==> config.mk <==
export PLATFORM = sky130hd
export DESIGN_NAME = button_press_generator
export DESIGN_NICKNAME = d
export VERILOG_FILES = /design/src/rtl/button_press_generator.sv
export SDC_FILE = /design/constraint.sdc
export NUM_CORES = 1
export LEC_CHECK = 0
export CORE_UTILIZATION = 52
export CTS_CLUSTER_SIZE = 30
export DETAILED_ROUTE_END_ITERATION = 16
export PLACE_DENSITY = 0.8
export SLEW_MARGIN = 0
export SYNTH_ARGS = -nofsm -noshare
export SYNTH_HDL_FRONTEND = slang
export SYNTH_SLANG_ARGS = --single-unit
==> constraint.sdc <==
create_clock -name clk -period 4.5 [get_ports clk]
set_clock_uncertainty 0.1 [all_clocks]
set_input_delay 0.9 -clock clk [delete_from_list [all_inputs] [get_ports clk]]
set_output_delay 0.9 -clock clk [all_outputs]
set_load 0.01 [all_outputs]
==> src/rtl/button_press_generator.sv <==
// button_press_generator
//   Emits a requested number of active-low press pulses on press_n. Each
//   press holds the line low for HOLD_CYCLES, followed by a high gap of
//   GAP_CYCLES. A request is a press count taken through a valid/ready
//   handshake. done pulses for one cycle when the last gap has finished.
//
//   Optional feature macro: BUTTON_PRESS_GENERATOR_BOUNCE_EN
//     When defined, each press window starts with BOUNCE_TOGGLES low/high
//     pairs of BOUNCE_PERIOD cycles each. After that the line stays low for
//     the rest of the window.
//
// Ports
//   clk          : system clock
//   rst          : asynchronous, active-high reset
//   req_valid    : request strobe, taken only while idle
//   req_count    : number of presses, sampled on accept
//   req_ready    : high only while idle (decoded from state)
//   press_n      : generated button line, active-low, idle high (registered)
//   busy         : high in every state except idle (decoded from state)
//   done         : one-cycle completion pulse (registered)
//   presses_sent : presses completed for the current or last request (registered)
module button_press_generator #(
  parameter int unsigned HOLD_CYCLES    = 1200000,
  parameter int unsigned GAP_CYCLES     = 1200000,
  parameter int unsigned COUNT_W        = 4,
  parameter int unsigned BOUNCE_PERIOD  = 1000,
  parameter int unsigned BOUNCE_TOGGLES = 4
) (
  input  logic               clk,
  input  logic               rst,
  input  logic               req_valid,
  input  logic [COUNT_W-1:0] req_count,
  output logic               req_ready,
  output logic               press_n,
  output logic               busy,
  output logic               done,
  output logic [COUNT_W-1:0] presses_sent
);

  localparam int unsigned MAX_CYC = (HOLD_CYCLES > GAP_CYCLES) ? HOLD_CYCLES : GAP_CYCLES;
  localparam int unsigned TIMER_W = (MAX_CYC > 1) ? $clog2(MAX_CYC) : 1;

  // Parameter sanity checks at elaboration time
  if (HOLD_CYCLES < 1) begin : g_chk_hold
    $error("button_press_generator: HOLD_CYCLES must be >= 1");
  end
  if (GAP_CYCLES < 1) begin : g_chk_gap
    $error("button_press_generator: GAP_CYCLES must be >= 1");
  end
  if (BOUNCE_PERIOD == 0 && BOUNCE_TOGGLES != 0) begin : g_chk_bperiod
    $error("button_press_generator: BOUNCE_PERIOD must be nonzero when BOUNCE_TOGGLES is nonzero");
  end

  typedef enum logic [1:0] {
    ST_IDLE    = 2'd0,
    ST_PRESS   = 2'd1,
    ST_RELEASE = 2'd2,
    ST_DONE    = 2'd3
  } state_t;

  state_t               state_q, state_d;
  logic [TIMER_W-1:0]   timer_q, timer_d;
  logic [COUNT_W-1:0]   remaining_q, remaining_d;
  logic [COUNT_W-1:0]   sent_q, sent_d;
  logic                 press_n_q, press_n_d;
  logic                 done_q, done_d;

`ifdef BUTTON_PRESS_GENERATOR_BOUNCE_EN
  localparam int unsigned BNC_SEGS = 2 * BOUNCE_TOGGLES;
  localparam int unsigned SEG_W    = (BNC_SEGS > 0) ? $clog2(BNC_SEGS + 1) : 1;
  localparam int unsigned BT_W     = (BOUNCE_PERIOD > 1) ? $clog2(BOUNCE_PERIOD) : 1;

  if (HOLD_CYCLES <= BNC_SEGS * BOUNCE_PERIOD) begin : g_chk_bounce
    $error("button_press_generator: HOLD_CYCLES must exceed 2*BOUNCE_TOGGLES*BOUNCE_PERIOD");
  end

  // seg: bounce segments still to start (0 = bounce over); bt: cycles left in segment
  logic [SEG_W-1:0] seg_q, seg_d;
  logic [BT_W-1:0]  bt_q, bt_d;
`endif

  // State and datapath registers
  always_ff @(posedge clk or posedge rst) begin
    if (rst) begin
      state_q     <= ST_IDLE;
      timer_q     <= '0;
      remaining_q <= '0;
      sent_q      <= '0;
      press_n_q   <= 1'b1;
      done_q      <= 1'b0;
`ifdef BUTTON_PRESS_GENERATOR_BOUNCE_EN
      seg_q       <= '0;
      bt_q        <= '0;
`endif
    end else begin
      state_q     <= state_d;
      timer_q     <= timer_d;
      remaining_q <= remaining_d;
      sent_q      <= sent_d;
      press_n_q   <= press_n_d;
      done_q      <= done_d;
`ifdef BUTTON_PRESS_GENERATOR_BOUNCE_EN
      seg_q       <= seg_d;
      bt_q        <= bt_d;
`endif
    end
  end

  // Next-state and next-output logic
  always_comb begin
    state_d     = state_q;
    timer_d     = timer_q;
    remaining_d = remaining_q;
    sent_d      = sent_q;
    press_n_d   = 1'b1;
    done_d      = 1'b0;

    unique case (state_q)
      ST_IDLE: begin
        if (req_valid) begin
          remaining_d = req_count;
          sent_d      = '0;
          if (req_count != '0) begin
            state_d = ST_PRESS;
            timer_d = TIMER_W'(HOLD_CYCLES - 1);
          end else begin
            state_d = ST_DONE;
          end
        end
      end
      ST_PRESS: begin
        // Timer at zero marks the last hold cycle of this press
        if (timer_q == '0) begin
          sent_d      = sent_q + COUNT_W'(1);
          remaining_d = remaining_q - COUNT_W'(1);
          state_d     = ST_RELEASE;
          timer_d     = TIMER_W'(GAP_CYCLES - 1);
        end else begin
          timer_d = timer_q - TIMER_W'(1);
        end
      end
      ST_RELEASE: begin
        if (timer_q == '0) begin
          if (remaining_q != '0) begin
            state_d = ST_PRESS;
            timer_d = TIMER_W'(HOLD_CYCLES - 1);
          end else begin
            state_d = ST_DONE;
          end
        end else begin
          timer_d = timer_q - TIMER_W'(1);
        end
      end
      ST_DONE: begin
        state_d = ST_IDLE;
      end
      default: begin
        state_d = ST_IDLE;
      end
    endcase

    // Outputs are registered from the next state so they line up with it
    done_d = (state_d == ST_DONE);

`ifdef BUTTON_PRESS_GENERATOR_BOUNCE_EN
    seg_d = seg_q;
    bt_d  = bt_q;
    if (state_d == ST_PRESS && state_q != ST_PRESS) begin
      seg_d = SEG_W'(BNC_SEGS);
      bt_d  = BT_W'(BOUNCE_PERIOD - 1);
    end else if (state_q == ST_PRESS && seg_q != '0) begin
      if (bt_q == '0) begin
        seg_d = seg_q - SEG_W'(1);
        bt_d  = BT_W'(BOUNCE_PERIOD - 1);
      end else begin
        bt_d = bt_q - BT_W'(1);
      end
    end
    // Segment parity equals seg parity (BNC_SEGS is even): even = low, odd = high
    press_n_d = (state_d == ST_PRESS) ? seg_d[0] : 1'b1;
`else
    press_n_d = (state_d != ST_PRESS);
`endif
  end

  assign req_ready    = (state_q == ST_IDLE);
  assign busy         = (state_q != ST_IDLE);
  assign press_n      = press_n_q;
  assign done         = done_q;
  assign presses_sent = sent_q;

endmodule

Word level (Yosys, flattened, before mapping). Cells that the tools add are included.

Memories kept: 0. Bits in latches: 0. Flip-flop bits (word level): 33. Input bits: 7. Bits in read-only memories: 0. Memory bits (writable): 0. Word-level logic and storage cells: 45. Output and inout bits: 8.

Bitwise gates (word level): 0. Multipliers: 0. Reduce and logical (&&, ||, !) cells: 9. $add $sub $neg: 3. Divide/modulo/power cells: 0. Shifts and indexed selects: 0. Eq/ne operators: 9. Mux-type cells: 18. Order comparisons: 0.

Operators with widths (number): 2-to-1 mux 21 bit (5); one-hot mux 21 bit (3 select lines) (1); zero test 21 bit (1); subtractor 21 x 1 -> 21 bit, second input constant (1); 2-to-1 mux 4 bit (4); one-hot mux 4 bit (2 select lines) (2); 2-to-1 mux 2 bit (5); one-hot mux 2 bit (4 select lines) (1); nonzero test 4 bit (2); == test 2 bit, second input constant (3); adder 4 x 1 -> 4 bit, second input constant (1); != test 2 x 1 -> 1 bit, second input constant (2); != test 2 bit, second input constant (2); AND reduction 4 bit (1); nonzero test 2 bit (2); subtractor 4 x 1 -> 4 bit, second input constant (1); != test 3 bit, second input constant (1); AND reduction 3 bit (1); nonzero test 3 bit (1); == test 2 x 1 -> 1 bit, second input constant (1); zero test 2 bit (1).

Depth between registers and ports, before layout. Gate-level depths: netlist (run 1).

Depth in word-level cells: 5. Depth in mapped cells: 9. Depth with buffers taken out: 8.

Worst setup path after synthesis (run 1). No wires, ideal clock.

Kind: input port to flip-flop. Start: input req_count[2]. End: register timer_q[5]. Path slack: 2058 ps. Cell stages on the path: 6. Arrival: 2201 ps. Setup time: 142 ps. Path through: o41ai_1 > a21oi_1 > o21ai_0 > a21o_2 > clkbuf_1 > nand3_1.

Cells in the longest elaborated chain, start to end: 3.

RTL lines: start: declaration (RTL line 32) `input logic [COUNT_W-1:0] req_count,`; nonzero test 4 bit (RTL line 123) `if (req_count != '0) begin`; != test 2 x 1 -> 1 bit (no source line); AND reduction 4 bit (no source line); end signal: assignment (RTL line 97) `timer_q <= timer_d;`; end: declaration (RTL line 62) `logic [TIMER_W-1:0] timer_q, timer_d;`.

No other way between the ends. A chain may end at the register's enable or synchronous reset.

Final worst setup path (run 1).
Start: register state_q[0]. End: output busy.

Cells in the longest elaborated chain, start to end: 1.

RTL lines: start: declaration (RTL line 61) `state_t state_q, state_d;`; start signal: assignment (RTL line 96) `state_q <= state_d;`; nonzero test 2 bit (RTL line 187) `assign busy = (state_q != ST_IDLE);`; end: declaration (RTL line 35) `output logic busy,`.

No other way between the ends.

==> summary.md, run 1 <==
| Metric | Value |
|---|---|
| Starting DRC count in detailed routing | 109 |
| I/O Buffers | 14 |
| Cell count after synthesis | 198 |
| Hold_ws | around 0.44 ns |
| Asr flop ratio synth | 100% |
| # setup viols final | 0 |
| # diodes | 0 |
| Max_slew headroom | a little under three fifths |
| Starting Density | 55.9% |
| Critical Path Sink Type | primary output |
| Reg area | about 830 um2 |
| FF+latch count, synth | 33 |
| Overall Power | 1.11 mW |
| Total negative slack | 0 ns |
| First-pass GRT wire length | 6210 um |
| Die H | around 63 um |
| HP Class | register to register |
| PostCTS Resize Cnt | 0 |
| Crit-path cells | inv_1 -> ha_1 -> inv_1 -> clkdlybuf4s50_1 |
| Crit path to | busy |
| Delay-heaviest family, CP | buffers and inverters |
| Sw Share | about two fifths |
| Full die area | 3920 um2 |
| Layout cells sized above 1 | 9.72% |
| Unrepaired setup endpoints after global routing | false |
| Die width | 62.6 um |
| Min Clock Period, post-route | just under 3 ns |
| Sequential-to-total area share from yosys stat | 43.3% |
| Synth unique cells | 48 |
| Synth Flop Type | dfrtp_1 |
| Syn. warnings | 0 |
| CTS tree | built |
| Area delta synth->final | 14.0% |
| Core Footprint | 3420 um2 |
| Hold_buf cts | 0 |
| Initial antenna violation count | 0 |
| Avg Inst Size Synth | 9.64 um2 |
| Pins Over Slew Limit | 0 |
| Outcome | complete, no violations |
| LEAKAGE | 0.853 nW |
| Max clock buf depth | 2 |
| Critical path peak fanout | 11 |
| Routed Antenna Nets | 0 |
| DRT Pass-1 Iters | 4 |
| Crit path buffers/inverters | 3 |
| Layout fillers | 290 |
| Reg power frac | 36.2% |
| Worst skew pair latency | 0.33 ns |
| # rows | 21 |
| Most frequent cell after synthesis | dfrtp_1 |
| DPL Wire Length | 2440 um |
| Reg2Reg Setup Slack | 1.99 ns |
| Reg-to-reg startpoint | state_q[0] |
| Cell accounting for the most synthesized area | dfrtp_1 |
| Final period utilization | 65.4% |
| Logic pwr share | 43.0% |
| Post-CTS Setup Inserts | 0 |
| Num CTS Buffers | 5 |
| Critical R2R Capture | timer_q[19] |
| Clk slew on worst S/H paths | 0.10 ns |
| # H-tree levels | 2 |
| Commonest cells in the netlist | dfrtp_1 (32), nor2_1 (19), nand2_1 (18), inv_1 (15), o21ai_0 (13) |
| P_int | between 0.6 and 0.7 mW |
| Arrival time of the worst setup path | 1.94 ns |
| Worst EP required | 3.50 ns |
| Vias per inst | 5.68 |
| Non-Filler Instances | 262 |
| Maximum VDD drop | 0.000183 V |
| Worst Tran Pin Value | 0.659 ns |
| Vias in the first global route | approximately 1.5k |
| Total Wirelength | around 3400 um |
| Dpl cells | 254 |
| Residual DRC count | 0 |
| FMAX | 340 MHz |
| Clock Power Share | 20.8% |
| Layout Nets | 230 |
| Largest net degree at the start of global routing | 34 |
| Multi-input gate area | about 990 um2 |
| Worst path most repeated cell | inv_1 |
| Startpoint Class | register |
| Num ports | 15 |
| Gpl congestion | just over 0.8 |
| Max stage delay on crit path | 0.51 ns |
| Gr ovfl total | 0 |
| Synth top area share | 42.0% |
| Core Util, Final | 63.7% |
| Slowest cell on crit path | clkdlybuf4s50_1 |
| Post-synth EDFFs | 0 |
| Crit path from | state_q[0] |
| Max_cap viols | 0 |
| Clock root cell | clkbuf_4 |
| WS Path Type | register to primary output |
| Pwr Density | 511 nW/um2 |
| Total track usage | about a fifth |
| Clk sinks | 33 |
| Crit path depth | 4 |
| P_sw | 0.435 mW |
| Wire per inst | roughly 13 um |
| Net Count, Synth | between 200 and 250 |
| Synthesized area | 1910 um2 |
| Top post-synthesis cells by area | dfrtp_1 (42%), ha_1 (5.2%), xnor2_1 (5.0%) |
| Routed via count | around 1.5k |
| Cell count of the worst reg-to-reg path | 8 |
| Final Hold Vio Count | 0 |
worst min path at each step:
stage | start | to | slack (ns) | cells after the start
finish | timer_q[11] | timer_q[11] | 0.44 | 2
global route | timer_q[11] | timer_q[11] | 0.49 | 2
CTS | timer_q[11] | timer_q[11] | 0.44 | 2
detailed placement | timer_q[11] | timer_q[11] | 0.41 | 2
global placement | timer_q[11] | timer_q[11] | 0.41 | 2
floorplan | timer_q[11] | timer_q[11] | 0.39 | 2
sequential cells by signal (all words and copies together), names as in the netlist:
| name | flops |
|---|---|
| done | 1 |
| press_n | 1 |
| presses_sent | 4 |
| remaining_q | 4 |
| state_q | 2 |
| timer_q | 21 |
metrics by stage:
step	instance area, um2	worst slack [ns]
after CTS	2170	1.56
after global routing	2170	1.46
after detailed placement	2090	1.30
after global placement	2090	1.37
after floorplan	1910	2.06
final	2170	1.56
tightest hold or removal path, cell delays in order (launching register included):
cell and delay, ns:
dfrtp_1 0.37, xnor2_1 0.08, nand2_1 0.06
layout make-up:
type / count / area share, %
multi-input combinational: 144 / 45.7
sequential: 33 / 38.0
timing repair buffer: 16 / 7.13
tap: 46 / 2.65
inverter: 15 / 2.59
clock buffer: 7 / 2.53
clock inverter: 1 / 1.38
cells by family after synthesis:
logic type,after synthesis,share of synthesized area (%)
buffers and inverters,21,4.59
and+or+nand+nor,80,24.9
adders and majority gates,8,5.25
DFF,33,43.3
muxes,4,2.10
AOI/OAI and AO/OA,39,13.9
xor gates and xnor gates,13,5.97
cells in the final DEF, fill, tap and decap left out, drive strengths merged, types with 2 or more instances in the layout:
| cell | n |
|---|---|
| clkbuf | 7 |
| a211oi | 2 |
| or3 | 2 |
| clkdlybuf4s50 | 14 |
| nor4b | 2 |
| xnor2 | 11 |
| dfrtp | 32 |
| nand3 | 6 |
| nor4 | 9 |
| or4 | 3 |
| o31ai | 2 |
| mux2i | 4 |
| nor3 | 8 |
| ha | 8 |
| a311oi | 2 |
| nand2 | 18 |
| nand4 | 2 |
| o211ai | 4 |
| a21oi | 6 |
| o21ai | 13 |
| a21o | 3 |
| buf | 2 |
| o41ai | 2 |
| nor2 | 19 |
| nor2b | 2 |
| nand2b | 3 |
| inv | 15 |
| xor2 | 2 |
power by group through the flow:
stage               Combinational, mW  Sequential [mW]  Clock [mW]
floorplan                       0.355            0.401           0
global placement                0.471            0.406           0
detailed placement              0.475            0.408           0
CTS                             0.477            0.402       0.239
global route                    0.532            0.413       0.251
finish                          0.478            0.402       0.231
per-layer routing:
layer / vias to the layer above / routed length, um / GRT usage, %
met3: 10 / 118 / 3.47
li1: 743 / - / -
met4: 0 / 80 / 11.0
met5: - / 0 / 0
met1: 702 / 1680 / 25.9
met2: 34 / 1550 / 31.8
(Power assumes the default switching activity.)
==> run 2, diff against run 1 <==
==> constraint.sdc (replaced) <==
create_clock -name clk -period 3 [get_ports clk]
set_clock_uncertainty 0.1 [all_clocks]
set_input_delay 0.6 -clock clk [delete_from_list [all_inputs] [get_ports clk]]
set_output_delay 0.6 -clock clk [all_outputs]
set_load 0.01 [all_outputs]
==> run 2 against run 1 <==
- final cell count increased by 1.9%
- total power grew 48%
- setup slack got worse by 1.2 ns
- final area rose by 0.34%
- global-route usage increased by 1.6 points
- clock-buffer cell count is 2 lower
- sequential cell count unchanged
- core utilization grew 0.22 points
- clock power grew 9%
- critical path depth unchanged
- critical path type unchanged
==> summary.md, run 2 (synthesis results as in run 1) <==
| Metric | Value |
|---|---|
| First-pass GRT wire length | 6760 um |
| Crit-path cells | inv_1 -> ha_1 -> inv_1 -> clkdlybuf4s50_1 |
| Post-CTS Setup Inserts | 0 |
| DRT Pass-1 Iters | 5 |
| Crit path from | state_q[0] |
| Layout Nets | 235 |
| Final period utilization | roughly nine tenths |
| I/O Buffers | 14 |
| Final Cell Area | 2180 um2 |
| # setup viols final | 0 |
| Starting DRC count in detailed routing | 158 |
| Arrival time of the worst setup path | 1.98 ns |
| Area delta synth->final | 14.4% |
| # diodes | 0 |
| Vias per inst | between 5 and 6 |
| Min Clock Period, post-route | 2.68 ns |
| Clk sinks | 33 |
| Startpoint Class | register |
| FMAX | between 300 and 400 MHz |
| Max_cap viols | 0 |
| Max_slew headroom | roughly two thirds |
| LEAKAGE | 0.862 nW |
| HP Class | register to register |
| Final Hold Vio Count | 0 |
| Gpl congestion | between 0.7 and 0.8 |
| Routed via count | 1508 |
| Wire per inst | 14.0 um |
| Reg-to-reg startpoint | state_q[0] |
| Slowest cell on crit path | clkdlybuf4s50_1 |
| Hold_buf cts | 0 |
| Critical path peak fanout | 11 |
| Clk slew on worst S/H paths | around 0.11 ns |
| Unrepaired setup endpoints after global routing | false |
| Residual DRC count | 0 |
| Area after DPL | 2130 um2 |
| Outcome | complete, no violations |
| Max clock buf depth | 2 |
| WS Path Type | register to primary output |
| Max stage delay on crit path | 0.52 ns |
| Delay-heaviest family, CP | buffers and inverters |
| Total track usage | 21.7% |
| Worst EP required | 2.30 ns |
| Core Footprint | 3420 um2 |
| Worst Tran Pin Value | 0.524 ns |
| Total negative slack | 0 ns |
| Max reg flops | 21 |
| Most common cell after layout, fill and taps aside | dfrtp_1 |
| Hold_ws | 0.436 ns |
| Initial antenna violation count | 0 |
| Core Util, Final | approximately 64% |
| Pwr Density | 756 nW/um2 |
| Total Wirelength | ~3700 um |
| Pins Over Slew Limit | 0 |
| CTS tree | built |
| Crit path buffers/inverters | 3 |
| Worst skew pair latency | 0.34 ns |
| PostCTS Resize Cnt | 0 |
| # rows | 21 |
| Worst path most repeated cell | inv_1 |
| Crit path to | busy |
| Clock root cell | clkbuf_4 |
| Cell count of the worst reg-to-reg path | 8 |
| Critical Path Sink Type | primary output |
| Die H | about 63 um |
| Num ports | 15 |
| Num CTS Buffers | 5 |
| Maximum VDD drop | 0.000307 V |
| Starting Density | 55.9% |
| Crit path depth | 4 |
| DPL Wire Length | 2710 um |
| Vias in the first global route | 1526 |
| Commonest cells after routing, fill and taps aside | dfrtp_1 (32), nor2_1 (19), nand2_1 (18), inv_1 (15), clkdlybuf4s50_1 (14) |
| Die width | 62.6 um |
| Reg2Reg Setup Slack | approximately 0.4 ns |
| Full die area | 3920 um2 |
| Layout cells sized above 1 | between 10% and 20% |
| Largest reg by FF count | timer_q |
| Routed Antenna Nets | 0 |
| # H-tree levels | 2 |
| Largest net degree at the start of global routing | 34 |
| Gr ovfl total | 0 |
| Critical R2R Capture | timer_q[19] |
[run 2: cell count changes in the layout (fill, tap and decap cells not counted), sizes merged]
cell / delta
buf: +5
clkinvlp: +1
clkbuf: -2
bufinv: -1
clkinv: +2
[run 2: worst min-delay path by stage]
stage	start	to	slack (ns)	depth (start not counted)
after floorplan	timer_q[11]	timer_q[11]	0.39	2
after global routing	timer_q[11]	timer_q[11]	0.49	2
after detailed placement	timer_q[11]	timer_q[11]	0.41	2
final	timer_q[11]	timer_q[11]	0.44	2
after CTS	timer_q[11]	timer_q[11]	0.44	2
after global placement	timer_q[11]	timer_q[11]	0.41	2
[run 2: cell type report]
cell class	count	area [um2]
fill	284	1230
multi-input combinational	144	993
tap	46	57.6
clock inverter	3	17.5
inverter	15	56.3
clock buffer	5	37.5
sequential	33	827
timing repair buffer	21	193
[run 2: metrics by stage]
stage	std cells	power (mW)	worst slack, ns
global placement	259	1.37	0.250
CTS	267	1.66	0.322
global route	267	1.77	0.183
floorplan	198	1.13	0.763
detailed placement	259	1.40	0.224
finish	267	1.65	0.319
[run 2: metal layers]
metal	GRT usage, %	vias up	part of all wire (%)
met4	7.56	0	1.3
met3	4.74	5	3.6
met5	0	-	0
met1	28.4	721	48
met2	35.2	31	47
li1	-	751	-
[run 2: where the power goes]
group | leakage (nW) | switching, mW | internal [mW] | total (mW)
sequential | 0.375 | 0.0802 | 0.523 | 0.604
combinational | 0.457 | 0.458 | 0.335 | 0.794
clock | 0.0310 | 0.163 | 0.0883 | 0.251
[run 2: worst min-delay path: cells and delay by family (launching register included)]
kind / cells / cell delay (ns)
simple gates: 1 / 0.06
flops: 1 / 0.38
xor+xnor: 1 / 0.08
